**config.mk**
```make
export PLATFORM = sky130hd
export DESIGN_NAME = multisim_pull_deserializer
export DESIGN_NICKNAME = d
export VERILOG_FILES = /design/src/rtl/multisim_pkg.sv /design/src/rtl/multisim_deser_out_stage.sv /design/src/rtl/multisim_pull_deserializer.sv
export SDC_FILE = /design/constraint.sdc
export NUM_CORES = 1
export LEC_CHECK = 0
export CAP_MARGIN = 0
export CORE_UTILIZATION = 65
export CTS_BUF_LIST = sky130_fd_sc_hd__clkbuf_8
export CTS_CLUSTER_SIZE = 8
export DETAILED_ROUTE_END_ITERATION = 16
export DONT_BUFFER_PORTS = 1
export GPL_ROUTABILITY_DRIVEN = 0
export HOLD_SLACK_MARGIN = 0.1
export PLACE_DENSITY = 0.91
export REMOVE_ABC_BUFFERS = 1
export SLEW_MARGIN = 20
export SYNTH_ARGS = -nofsm -noshare
export SYNTH_HDL_FRONTEND = slang
export SYNTH_HIERARCHICAL = 1
export SYNTH_SLANG_ARGS = --single-unit
```
**constraint.sdc**
```tcl
create_clock -name clk -period 4.4 [get_ports clk]
set_input_delay 0.44 -clock clk [delete_from_list [all_inputs] [get_ports clk]]
set_output_delay 0.44 -clock clk [all_outputs]
set_load 0.02 [all_outputs]
```
**src/rtl/multisim_pkg.sv**
```systemverilog
// multisim_pkg
//   Shared constants and helpers for the multisim pull-side blocks.
//   - MULTISIM_DESER_MAX_RATIO : largest supported words-per-beat ratio
//   - deser_cnt_w(ratio)       : width of the word counter for a given ratio
package multisim_pkg;

  localparam int MULTISIM_DESER_MAX_RATIO = 16;

  // The counter only ever holds 0..ratio-1, so clog2(ratio) bits suffice.
  // The floor of 1 keeps degenerate ratios from producing a zero-width vector.
  function automatic int deser_cnt_w(input int ratio);
    return (ratio > 1) ? $clog2(ratio) : 1;
  endfunction

endpackage

```
**src/rtl/multisim_deser_out_stage.sv**
```systemverilog
// multisim_deser_out_stage
//   Single-entry output register for the deserializer.  Holds one packed beat
//   and presents it on a vld/rdy interface.  The beat stays stable while the
//   consumer stalls.
// Ports
//   clk, rst   : clock, synchronous active-high reset
//   load       : capture load_data this edge (caller guarantees slot_free)
//   load_data  : beat to capture
//   out_rdy    : consumer ready
//   slot_free  : register empty or being drained this edge
//   out_vld    : beat valid
//   out_data   : beat contents
module multisim_deser_out_stage
  import multisim_pkg::*;
#(
  parameter int DATA_W = 256
) (
  input  logic              clk,
  input  logic              rst,
  input  logic              load,
  input  logic [DATA_W-1:0] load_data,
  input  logic              out_rdy,
  output logic              slot_free,
  output logic              out_vld,
  output logic [DATA_W-1:0] out_data
);

  logic              vld_q, vld_d;
  logic [DATA_W-1:0] data_q, data_d;

  // A load always wins over a drain.  When both happen on the same edge, the
  // outgoing beat transfers and the new beat takes its place with no bubble.
  always_comb begin
    slot_free = !vld_q || out_rdy;
    vld_d     = vld_q;
    data_d    = data_q;
    if (load) begin
      vld_d  = 1'b1;
      data_d = load_data;
    end else if (vld_q && out_rdy) begin
      vld_d = 1'b0;
    end
  end

  always_ff @(posedge clk) begin
    if (rst) begin
      vld_q  <= 1'b0;
      data_q <= '0;
    end else begin
      vld_q  <= vld_d;
      data_q <= data_d;
    end
  end

  assign out_vld  = vld_q;
  assign out_data = data_q;

endmodule

```
**src/rtl/multisim_pull_deserializer.sv**
```systemverilog
// multisim_pull_deserializer
//   Packs RATIO consecutive IN_WIDTH words from the pull client into one
//   IN_WIDTH*RATIO beat.  Word 0 lands in the least significant bits.
//   Optional feature macro: MULTISIM_DESER_LAST_EN.  When it is defined, in_last
//   closes a beat early, and out_keep marks the words that are filled.
// Ports
//   clk, rst  : clock, synchronous active-high reset
//   in_vld    : word valid (client data_vld)
//   in_data   : word (client data)
//   in_rdy    : word accepted on in_vld && in_rdy (client data_rdy)
//   out_vld   : packed beat valid
//   out_data  : packed beat
//   out_rdy   : consumer ready
//   in_last   : [LAST_EN] accepted word closes the current beat
//   out_keep  : [LAST_EN] bit i set when word i of the beat is valid
module multisim_pull_deserializer
  import multisim_pkg::*;
#(
  parameter int IN_WIDTH = 64,
  parameter int RATIO    = 4
) (
  input  logic                      clk,
  input  logic                      rst,
  input  logic                      in_vld,
  input  logic [IN_WIDTH-1:0]       in_data,
  output logic                      in_rdy,
  output logic                      out_vld,
  output logic [IN_WIDTH*RATIO-1:0] out_data,
  input  logic                      out_rdy
`ifdef MULTISIM_DESER_LAST_EN
  ,
  input  logic                      in_last,
  output logic [RATIO-1:0]          out_keep
`endif
);

  localparam int OUT_WIDTH = IN_WIDTH * RATIO;
  localparam int CNT_W     = deser_cnt_w(RATIO);
  localparam int ACC_WORDS = RATIO - 1;
  localparam logic [CNT_W-1:0] CNT_LAST = CNT_W'(RATIO - 1);
`ifdef MULTISIM_DESER_LAST_EN
  localparam int STAGE_W = OUT_WIDTH + RATIO;
`else
  localparam int STAGE_W = OUT_WIDTH;
`endif

  // The closing word goes straight into the output beat.  As a result, acc only
  // ever needs to hold the first RATIO-1 words.
  logic [CNT_W-1:0]              cnt_q, cnt_d;
  logic [ACC_WORDS*IN_WIDTH-1:0] acc_q, acc_d;

  logic                 slot_free;
  logic                 cnt_not_last;
  logic                 accept;
  logic                 closing;
  logic [OUT_WIDTH-1:0] beat;
  logic [RATIO-1:0]     keep;
  logic [STAGE_W-1:0]   stage_in;
  logic [STAGE_W-1:0]   stage_out;

  // Ready/close decision.  A word that will close a beat needs the output
  // slot.  A word that only fills acc can be taken even while the consumer
  // stalls.  cnt never exceeds RATIO-1, so "!= RATIO-1" is the same test as
  // "< RATIO-1".
  always_comb begin
    cnt_not_last = (cnt_q != CNT_LAST);
`ifdef MULTISIM_DESER_LAST_EN
    in_rdy  = (cnt_not_last && !in_last) || slot_free;
    accept  = in_vld && in_rdy;
    closing = accept && (!cnt_not_last || in_last);
`else
    in_rdy  = cnt_not_last || slot_free;
    accept  = in_vld && in_rdy;
    closing = accept && !cnt_not_last;
`endif
  end

  // Beat assembly.  acc is cleared after every close, so words at or above
  // cnt are already zero.  The incoming word is then dropped into slot cnt,
  // which also gives zero-filled upper words for an early close.
  always_comb begin
    beat = OUT_WIDTH'(acc_q);
    keep = '0;
    for (int i = 0; i < RATIO; i++) begin
      if (cnt_q == CNT_W'(i)) begin
        beat[i*IN_WIDTH +: IN_WIDTH] = in_data;
      end
      keep[i] = (CNT_W'(i) <= cnt_q);
    end
  end

  // Accumulator and word counter update.  Only an accepted word can change
  // them.
  always_comb begin
    acc_d = acc_q;
    cnt_d = cnt_q;
    if (closing) begin
      acc_d = '0;
      cnt_d = '0;
    end else if (accept) begin
      for (int i = 0; i < ACC_WORDS; i++) begin
        if (cnt_q == CNT_W'(i)) begin
          acc_d[i*IN_WIDTH +: IN_WIDTH] = in_data;
        end
      end
      cnt_d = cnt_q + CNT_W'(1);
    end
  end

  always_ff @(posedge clk) begin
    if (rst) begin
      cnt_q <= '0;
      acc_q <= '0;
    end else begin
      cnt_q <= cnt_d;
      acc_q <= acc_d;
    end
  end

`ifdef MULTISIM_DESER_LAST_EN
  assign stage_in = {keep, beat};
  assign out_data = stage_out[OUT_WIDTH-1:0];
  assign out_keep = stage_out[STAGE_W-1:OUT_WIDTH];
`else
  assign stage_in = beat;
  assign out_data = stage_out;
  // keep is meaningful only with in_last support.  Folding it in here keeps
  // it referenced in both builds.
  logic unused_keep;
  assign unused_keep = ^keep;
`endif

  multisim_deser_out_stage #(
    .DATA_W (STAGE_W)
  ) u_out_stage (
    .clk       (clk),
    .rst       (rst),
    .load      (closing),
    .load_data (stage_in),
    .out_rdy   (out_rdy),
    .slot_free (slot_free),
    .out_vld   (out_vld),
    .out_data  (stage_out)
  );

endmodule

```
==> results by group, run 1 <==
Pwr
  – Comb pwr share: 0.102
  – P_sw: 2.20 mW
  – P_int: 6.55 mW
  – Switching share of power: 0.251
  – Peak VDD IR: 0.340 mV
  – Clock group share of total power: 0.405
  – PwrDens: 409 nW/um^2
  – Leakage power: 7.61 nW
  – Total power: 8.75 mW
  – Sequential fraction of design power: 0.493

Setup path
  – Worst Path Arrival: 2380 ps
  – Setup CP Type: flop to output pin
  – Critical Path RT: 3960 ps
  – Crit path max fanout: 102
  – Worst Setup Start Kind: flop
  – CP Launch Point: cnt_q[0]
  – CP Capture Type: output pin
  – Worst stage delay on the critical path: 560 ps
  – Worst r2r src: cnt_q[0]
  – Critical Path Slowest Stage Cell: inv_6
  – Crit path cell chain: ha_2 > nor2b_4 > inv_6 > buf_12

Status
  – Status: complete, no violations

CTS
  – Post-CTS setup buffer count: 0
  – Clk pin slew, worst setup/hold paths: 60 ps
  – Clk_lat worst skew: 580 ps
  – H-tree levels: 3
  – TritonCTS clock tree: done
  – CTS root buf: clkbuf_8
  – CTS max path bufs: 3
  – Num CTS Buffers: 74
  – Clock sinks: 451

Detailed routing
  – Routed vias: 14900
  – Routed WL: 49.8 mm
  – WL/cell: 20.9 um
  – Vias per cell: 6.25
  – # DRC: 0
  – Final ANT Viol Nets: 0
  – DR iter-0 viols: 1359
  – First-pass DRT Iterations: 6

Yosys
  – Yosys top cell by area: dfxtp_1
  – Synth unique cells: 25
  – Register bit count reported by yosys: 451
  – Seq/Total Area, Yosys: 0.449
  – EDFF count, synth: 0
  – Syn Area/Cell: 10.0 um^2
  – Mapped Area: 20100 um^2
  – Synth top area cells: dfxtp_1 (45%), mux2i_1 (13%), mux2_2 (11%)
  – FFs w/ async S/R, synth: 0
  – Synth top area share: 0.449
  – Main synth FF type: dfxtp_1
  – Synth warn: 6
  – Post-synthesis cell count: 2009

STA
  – Clk_skew: 31.2 ps
  – Final Hold Viols: 0
  – Worst rel slew slack: 0.0758
  – Final min period: 2820 ps
  – Final-report setup violation count: 0
  – Worst slew pin tran: 1390 ps
  – Final Cycle Share: 0.640
  – Fmax: 355 MHz
  – Setup TNS: 0 ps
  – Fin. max-slew vios: 0
  – Setup slack after layout: 1580 ps
  – Worst hold margin: 131 ps
  – Unrepaired setup endpoints after global routing: no

Final layout
  – Post-layout nets: 2006
  – Fillers: 2044
  – Share of cells above drive strength 1: 0.236
  – Synth-to-Final Area Change: 6.41%
  – Design Area, Final: 21400 um^2
  – Antenna cells: 0
  – Final non-filler cell total: 2383
  – Post-Route Utilization: 0.702

Global route
  – Largest net degree at the start of global routing: 236
  – Total Routing Usage GR: 0.301
  – Initial antenna violation count: 0
  – Gr ovfl total: 0
  – Vias in the first global route: 15000
  – First-pass GRT wire length: 77.6 mm

Floorplan
  – Die area: 31700 um^2
  – Row count: 64
  – Core ar.: 30500 um^2
  – Initial core utilization: 0.660
  – Die width: 178 um
  – Die height: 178 um
  – Ports: 326

Placed design
  – # placed instances: 2223
  – Post-DP HPWL: 26.3 mm
  – IO Port Bufs: 0
  – Setup slack at placement: 1990 ps
  – Placed Area: 19600 um^2

Worst hold path
  – Hold Path Class: primary input to flop
  – Hold Startpoint: in_vld

Job
  – Max_cap viols: 0
power by group through the flow:
stage | combinational, mW | clock [mW] | sequential (mW)
2_1_floorplan | 0.705 | 0 | 4.38
5_1_grt | 0.964 | 3.79 | 4.33
4_1_cts | 0.882 | 3.58 | 4.31
3_3_place_gp | 0.778 | 0 | 4.39
3_5_place_dp | 0.823 | 0 | 4.40
6_report | 0.895 | 3.54 | 4.31
cells by family after synthesis:
| family | synth area share |
|---|---|
| flip-flops | 0.449 |
| AO/OA/AOI/OAI | 0.0490 |
| buffers and inverters | 0.0624 |
| AND/OR/NAND/NOR | 0.203 |
| adder cells (fa/ha/maj) | 0.00249 |
| multiplexers | 0.235 |
metal layers:
layer,share of wire,vias up,GRT usage
met2,0.48,659,0.496
met3,0.095,133,0.0925
li1,-,6847,-
met4,0.032,0,0.132
met1,0.39,7252,0.359
met5,0,-,0
Yosys cell counts (2+ instances only):
master and number:
dfxtp_1 451, and2_1 64, nor3_2 151, buf_1 6
a21oi_1 195, nand3_1 2, nor3_1 233, ha_1 4
buf_4 3, o21ai_0 2, buf_6 19, buf_12 2
mux2i_1 256, buf_2 41, buf_8 24, inv_1 3
clkbuf_1 99, nor2_1 256, mux2_2 192
critical path, delay by kind of cell, from the launching register on:
| family | cells | cell delay [ps] |
|---|---|---|
| flip-flops | 1 | 360 |
| buffers and inverters | 2 | 960 |
| AND/OR/NAND/NOR | 1 | 150 |
| adder cells (fa/ha/maj) | 1 | 230 |
area by class of cell:
| cell class | count | area, um^2 | share of cell area |
|---|---|---|---|
| clock inverter | 35 | 154 | 0.00719 |
| timing repair buffer | 43 | 523 | 0.0244 |
| tap | 396 | 495 | 0.0231 |
| sequential | 451 | 9030 | 0.422 |
| inverter | 5 | 28.8 | 0.00134 |
| clock buffer | 94 | 1290 | 0.0604 |
| multi-input combinational | 1359 | 9890 | 0.462 |
path summary, 6_finish.rpt:
| kind | endpoint | slack [ps] | depth (start not counted) |
|---|---|---|---|
| setup reg to reg | u_out_stage/out_data[179] | 1610 | 6 |
| hold / removal | acc_q[121] | 130 | 2 |
| setup / recovery | in_rdy | 1580 | 4 |
| hold reg to reg | acc_q[170] | 510 | 2 |
cell usage in the layout (no fill, tap or decap), types with 2 or more instances in the layout:
master         count
a21oi_1          195
and2_1            64
buf_12             9
buf_4              6
clkbuf_8          94
clkinv_2           2
dfxtp_1          451
dlygate4sd3_1     27
ha_4               3
inv_1             32
inv_6              6
mux2_2           192
mux2i_1          256
nand3_1            2
nor2_1           256
nor3_1           233
nor3_2           151
o21ai_0            2
repair_timing:
item                                    4_1_cts  5_1_grt
endpoints found under the hold margin       291        0
hold buffers                                 29        0
endpoints found under the setup margin        0        0
resized for setup                             0        0
flip-flops by register name (all words and copies together), names as in the netlist:
register	flops
u_out_stage/out_vld	1
cnt_q	2
acc_q	192
u_out_stage/out_data	256
Note: power is estimated with default switching activity, not from simulation.
==> inputs of run 2 (changes only) <==
- CORE_UTILIZATION: 65 -> 60
- PLACE_DENSITY: 0.91 -> 0.89
- clock period: 4.4 -> 2.3 ns (I/O delays scaled with it)
==> results by group, run 2 (same netlist as run 1, synthesis figures left out) <==
Floorplan
  – Die height: 185 um
  – Row count: 66
  – Ports: 326
  – Core ar.: 32800 um^2
  – Initial core utilization: 0.614
  – Die width: 185 um
  – Die area: 34300 um^2

Final layout
  – Post-layout nets: 2168
  – Most common cell after layout, fill and taps aside: dfxtp_1
  – Synth-to-Final Area Change: 15.8%
  – Final non-filler cell total: 2586
  – Share of cells above drive strength 1: 0.227
  – Most frequent cells in the layout: dfxtp_1 (448), mux2i_1 (256), nor2_1 (256)
  – Flip-flop count of the largest register after layout: 256

CTS
  – CTS root buf: clkbuf_8
  – H-tree levels: 3
  – TritonCTS clock tree: done
  – CTS max path bufs: 3
  – Clk pin slew, worst setup/hold paths: 60 ps
  – Num CTS Buffers: 73
  – Clk_lat worst skew: 640 ps
  – Clock sinks: 451

Pwr
  – Leakage power: 8.54 nW
  – Peak VDD IR: 0.623 mV
  – PwrDens: 736 nW/um^2

Global route
  – First-pass GRT wire length: 85.7 mm
  – Initial antenna violation count: 2
  – Total Routing Usage GR: 0.313
  – Gr ovfl total: 0
  – Vias in the first global route: 16200
  – Largest net degree at the start of global routing: 259

Setup path
  – Worst Path Arrival: 2840 ps
  – Critical Path RT: 2810 ps
  – Crit path max fanout: 38
  – Setup CP Type: flop to flop
  – Worst Setup Start Kind: flop
  – CP Capture Type: flop

Detailed routing
  – Routed vias: 16200
  – Vias per cell: 6.27
  – Routed WL: 58.9 mm
  – Final ANT Viol Nets: 0
  – DR iter-0 viols: 1383
  – WL/cell: 22.8 um
  – First-pass DRT Iterations: 5
  – # DRC: 0

STA
  – Unrepaired setup endpoints after global routing: yes
  – Clk_skew: 31.7 ps
  – Final Hold Viols: 232
  – Final min period: 2330 ps
  – Setup slack after layout: -30.0 ps
  – Worst hold margin: -309 ps
  – Fin. max-slew vios: 0
  – Setup TNS: -30.0 ps
  – Final-report setup violation count: 1
  – Worst slew pin tran: 1230 ps
  – Fmax: 429 MHz
  – Worst rel slew slack: 0.179
  – Final Cycle Share: 1.01

Placed design
  – IO Port Bufs: 0
  – Post-DP HPWL: 27.3 mm
  – Setup slack at placement: 279 ps
  – # placed instances: 2280

Worst hold path
  – Hold Path Class: primary input to flop

Status
  – Status: complete, but fails checks
  – Failing checks: negative hold slack, negative setup slack

Job
  – Max_cap viols: 0
==> run 2: cell count changes in the layout (fill, tap and decap cells not counted), sizes merged <==
cell	change
buf	+13
bufinv	+2
clkbuf	-7
clkinv	+2
diode	+3
dlygate4sd3	+128
dlymetal6s4s	+17
inv	-1
==> run 2: critical path: stages (launching register included) <==
cell and delay [ps]:
dfxtp_4 370, nand2b_2 140, and3_4 240, buf_12 190
buf_12 280, mux2i_1 320, nor2_1 70, dlygate4sd3_1 570
==> run 2: path summary, 6_finish.rpt <==
| path | from | end | slack, ps | cells after the start |
|---|---|---|---|---|
| max | u_out_stage/out_vld | u_out_stage/out_data[210] | -30 | 7 |
| min | rst | u_out_stage/out_data[242] | -310 | 1 |
| max reg2reg | u_out_stage/out_vld | u_out_stage/out_data[210] | -30 | 7 |
| min reg2reg | acc_q[169] | acc_q[169] | 520 | 2 |
==> run 2: metal layers <==
layer | share of wire | track usage
met5 | 0 | 0
met4 | 0.050 | 0.174
met3 | 0.092 | 0.0944
met2 | 0.48 | 0.524
met1 | 0.38 | 0.356
==> run 2: final cells by class <==
cell class                      count  area (um^2)
Sequential cell                   451         9040
Multi-Input combinational cell   1359         9910
Inverter                            5         50.0
Clock inverter                     35          210
Timing Repair Buffer              203         2330
Antenna cell                        3         7.51
Tap cell                          442          553
Clock buffer                       85         1170
Fill cell                        2132         9480
Timing Repair inverter              3         38.8
==> run 2: repair_timing <==
| item | 4_1_cts | 5_1_grt |
|---|---|---|
| hold buffers | 165 | 11 |
| endpoints found under the setup margin | 1 | 32 |
| endpoints found under the hold margin | 451 | 262 |
| resized for setup | 2 | 35 |
| buffers inserted | 0 | 5 |
| cloned | 0 | 5 |
==> run 2: through the flow <==
step / area, um^2 / util / power [mW]
after floorplan: 18900 / - / 9.73
after global placement: 19900 / 0.607 / 9.93
after detailed placement: 19900 / 0.607 / 10.0
after CTS: 22900 / 0.700 / 17.0
after global routing: 23300 / 0.711 / 17.7
final: 23300 / 0.711 / 17.2
==> run 2: power breakdown <==
| group | switching, mW | total [mW] | internal (mW) |
|---|---|---|---|
| clock network | 3.24 | 6.82 | 3.58 |
| registers | 0.176 | 8.26 | 8.09 |
| logic | 1.06 | 2.07 | 1.01 |
==> inputs of run 3 (changes only) <==
- GPL_TIMING_DRIVEN: unset -> 0
==> results by group, run 3 (same netlist as run 1, synthesis figures left out) <==
Pwr
  – Peak VDD IR: 0.551 mV
  – P_sw: 4.62 mW
  – Clock group share of total power: 0.403
  – Sequential fraction of design power: 0.477
  – Comb pwr share: 0.120
  – Switching share of power: 0.266
  – PwrDens: 727 nW/um^2
  – Leakage power: 8.77 nW
  – P_int: 12.7 mW

Detailed routing
  – Vias per cell: 6.63
  – First-pass DRT Iterations: 6
  – # DRC: 0
  – Final ANT Viol Nets: 0
  – Routed WL: 70.1 mm
  – Routed vias: 17200
  – DR iter-0 viols: 2077
  – WL/cell: 27.0 um

Final layout
  – Most frequent cells in the layout: dfxtp_1 (448), nor2_1 (256), mux2i_1 (254)
  – Most common cell after layout, fill and taps aside: dfxtp_1
  – Flip-flop count of the largest register after layout: 256
  – Share of cells above drive strength 1: 0.254
  – Design Area, Final: 23900 um^2
  – Synth-to-Final Area Change: 18.7%
  – Post-layout nets: 2172
  – Fillers: 2020
  – Post-Route Utilization: 0.729

Setup path
  – Worst Path Arrival: 3030 ps
  – Crit path max fanout: 33
  – Top delay family on crit path: simple AND/OR/NAND/NOR gates
  – Worst Reg-to-Reg Cells: 6
  – Setup CP Type: flop to flop
  – Critical Path RT: 2800 ps
  – Buf/Inv on CP: 2
  – CP Capture Type: flop
  – Worst stage delay on the critical path: 660 ps
  – Levels on crit path: 6
  – Crit path cell chain: inv_1 > ha_4 > buf_12 > mux2_2 > nor3_1 > nor3_4
  – Worst Setup Start Kind: flop
  – Critical Path Slowest Stage Cell: nor3_1

Placed design
  – Post-DP HPWL: 29.5 mm
  – IO Port Bufs: 0
  – Placed Area: 20100 um^2

Floorplan
  – Die height: 185 um
  – Die width: 185 um
  – Die area: 34300 um^2
  – Core ar.: 32800 um^2
  – Initial core utilization: 0.614
  – Ports: 326
  – Row count: 66

Status
  – Status: complete, but fails checks
  – Failing checks: negative hold slack, negative setup slack

STA
  – Worst rel slew slack: 0.464
  – Fin. max-slew vios: 0
  – Final Hold Viols: 239
  – Worst hold margin: -311 ps
  – Fmax: 395 MHz
  – Final min period: 2530 ps
  – Final Cycle Share: 1.10
  – Clk_skew: 25.1 ps
  – Final-report setup violation count: 82
  – Unrepaired setup endpoints after global routing: yes
  – Worst slew pin tran: 798 ps
  – Setup slack after layout: -233 ps

Global route
  – Total Routing Usage GR: 0.366
  – Vias in the first global route: 17300
  – First-pass GRT wire length: 96.5 mm
  – Gr ovfl total: 0
  – Largest net degree at the start of global routing: 260
  – Initial antenna violation count: 2

CTS
  – Clock sinks: 451
  – Clk pin slew, worst setup/hold paths: 70 ps
  – CTS max path bufs: 3
  – Clk_lat worst skew: 640 ps
  – Num CTS Buffers: 74
  – CTS root buf: clkbuf_8
  – TritonCTS clock tree: done
  – H-tree levels: 3

Worst hold path
  – Hold Path Class: primary input to flop
  – Hold Path Depth: 1

Job
  – Max_cap viols: 0
## run 3: power by group through the flow
stage	clock network (mW)	logic (mW)	registers (mW)
CTS	6.88	1.81	8.26
global route	7.35	2.20	8.30
finish	7.00	2.09	8.28
floorplan	0	1.35	8.38
global placement	0	1.58	8.40
detailed placement	0	1.62	8.42
## run 3: cell type report
type | count | area [um^2] | area share
flip-flops and latches | 451 | 9040 | 0.378
well taps | 442 | 553 | 0.0232
clock buffers | 95 | 1310 | 0.0547
multi-input cells | 1361 | 10000 | 0.419
repair buffers | 204 | 2770 | 0.116
diodes | 5 | 12.5 | 0.000524
repair inverters | 3 | 28.8 | 0.00120
clock inverters | 29 | 120 | 0.00503
inverters | 5 | 40.0 | 0.00168
## run 3: worst reg2reg max path, cell delays in order, from the launching register on
cell	delay, ps
dfxtp_4	360
inv_1	160
ha_4	420
buf_12	310
mux2_2	420
nor3_1	660
nor3_4	90
## run 3: what timing repair did
| item | 4_1_cts | 5_1_grt |
|---|---|---|
| endpoints found under the hold margin | 451 | 377 |
| pin swaps | 3 | 4 |
| cloned | 19 | 2 |
| gates resized for setup | 19 | 21 |
| hold buffers | 98 | 39 |
| setup buffers | 13 | 19 |
| setup endpoints to repair | 452 | 229 |
## run 3: path summary, 6_finish.rpt
kind	startpoint	endpoint	slack, ps
worst max-delay path	cnt_q[1]	acc_q[76]	-230
worst min register to register	acc_q[6]	acc_q[6]	510
worst max register to register	cnt_q[1]	acc_q[76]	-230
worst min-delay path	rst	u_out_stage/out_data[178]	-310
## run 3: routing by layer
layer / vias to the layer above / global-route usage / share of wire
met5: - / 0 / 0.00050
met4: 2 / 0.256 / 0.063
met3: 397 / 0.140 / 0.12
met2: 1299 / 0.602 / 0.47
met1: 8317 / 0.386 / 0.35
li1: 7194 / - / -
## run 3: stage by stage
stage                     total power, mW  setup WS (ps)  setup TNS [ps]  hold WS [ps]  instances
after floorplan                      9.73         -11030        -2703400           299       1815
after CTS                            17.0          -9.53           -9.53          -338       2535
after detailed placement             10.0          -2070         -521930           321       2281
after global placement               9.98         -23760        -5704430           315       2257
final                                17.4           -233           -3800          -311       2595
after global routing                 17.8           -334           -6340          -323       2590
==> edit: new RTL, config.mk and constraints of run 3 <==
The parameter `RATIO` goes from 4 to 2.
--- a/src/rtl/multisim_pull_deserializer.sv
+++ b/src/rtl/multisim_pull_deserializer.sv
@@ -19,3 +19,3 @@
   parameter int IN_WIDTH = 64,
-  parameter int RATIO    = 4
+  parameter int RATIO    = 2
 ) (
Ports: changed (resized out_data); port bits go from 326 to 198. The function was not compared with the original's and may differ.
==> edit against run 3 <==
Core utilization up 2.6 points. Area after synthesis down 59%. Sequential cell count down 257. The flow finishes with violations (negative setup slack). Highest routed layer is now met4. Power down 60%. Design area down 58%. Largest power group unchanged. Non-clock buffer count down 52. Routed wire length down 67%. Worst setup slack better by 200 ps.
==> edit: results (changes against run 3) <==
TNS Setup -134 ps (was -3800 ps); clock-pin slew on the worst setup and hold paths 100 ps (was 70 ps); TritonRoute pass-1 iters 5 (was 6); 1st-iter DRT viols 583 (was 2077); worst slew pin tran 689 ps (was 798 ps); filler instances 849 (was 2020); dpl cells 965 (was 2281); Worst path slowest cell and3_2 (was nor3_1); CTS Buf Count 17 (was 74); fin cells 1142 (was 2595); # setup viols final 9 (was 82); share of cells above drive strength 1 12.5% (was 25.4%); vias in the first global route 5884 (was 17296); status finished with violations (unchanged); number of gates resized after cts 0 (was 19); Peak VDD IR 0.000408 V (was 0.000551 V); largest net degree at the start of global routing 195 (was 260); Commonest cells post-synth 194 x dfxtp_1, 129 x nor2_1, 128 x mux2i_1, 65 x a21oi_1 (was 451 x dfxtp_1, 256 x mux2i_1, 256 x nor2_1, 233 x nor3_1, 195 x a21oi_1); hpwl dp 10600 um (was 29500 um); H-tree levels 4 (was 3); final worst slack -35.7 ps (was -233 ps); WL met2 11600 um (was 32900 um); worst skew pair latency 460 ps (was 640 ps); Post-Route WL 22900 um (was 70100 um); Crit path largest cell delay 640 ps (was 660 ps); failing checks negative setup slack (was negative hold slack, negative setup slack); final net count 1021 (was 2172)
edit: cell types whose count changed in the layout (fill, tap and decap cells not counted), moves of 127 or more:
cell     delta
a21oi_1   -129
dfxtp_1   -255
mux2_2    -128
nor2_1    -127
nor3_1    -222
nor3_2    -157
edit: where the power goes:
part	internal [W]	total (W)	switching [W]
clock network	0.00124	0.00246	0.00121
registers	0.00348	0.00365	0.000163
logic	0.000466	0.000883	0.000417
edit: per-stage QoR:
stage          setup slack [ps]  hold WS, ps  cell area, um^2  total power, W  util (%)
2_1_floorplan             -5160          299             7700         0.00423         -
3_3_place_gp              -7980          314             7920         0.00437      59.3
3_5_place_dp               -211          319             8150         0.00433      61.1
6_report                  -35.7         64.2            10100         0.00699      75.5
5_1_grt                    -138         93.1            10100         0.00723      75.5
4_1_cts                    3.03         -181             8960         0.00677      67.1
edit: final cells by class:
class | count | share of cell area, %
Clock buffer | 19 | 2.60
Sequential cell | 194 | 38.6
Tap cell | 176 | 2.19
Multi-Input combinational cell | 585 | 38.0
Inverter | 3 | 0.124
Clock inverter | 13 | 1.83
Timing Repair Buffer | 152 | 16.6
edit: repair_timing:
| item | 4_1_cts | 5_1_grt |
|---|---|---|
| pin swaps | 1 | 1 |
| hold buffers | 35 | 98 |
| setup buffers | 0 | 9 |
| endpoints found under the setup margin | 30 | 64 |
| hold endpoints to repair | 194 | 159 |
| gates cloned | 2 | 1 |
edit: final timing paths:
kind | startpoint | to | slack (ps) | cells past startpoint
setup / recovery | u_out_stage/out_vld | u_out_stage/out_data[127] | -40 | 5
hold / removal | in_data[0] | u_out_stage/out_data[0] | 60 | 3
setup reg to reg | u_out_stage/out_vld | u_out_stage/out_data[127] | -40 | 5
hold reg to reg | acc_q[43] | acc_q[43] | 480 | 2
edit: kinds of logic after synthesis:
group | Yosys count | synth area share [%]
buffers and inverters | 74 | 7.05
muxes | 192 | 24.2
DFF | 194 | 47.0
AOI/OAI and AO/OA | 129 | 7.81
and+or+nand+nor | 262 | 14.0
edit: tightest hold or removal path: stages:
cell and delay, ps:
mux2_2 120, mux2i_1 60, nor2_1 70
edit: layer usage:
layer  vias to the layer above  GRT usage (%)
met4                         0           10.4
li1                       3051              -
met2                       338           43.9
met1                      3177           29.2
met3                        82           7.76
met5                         -              0
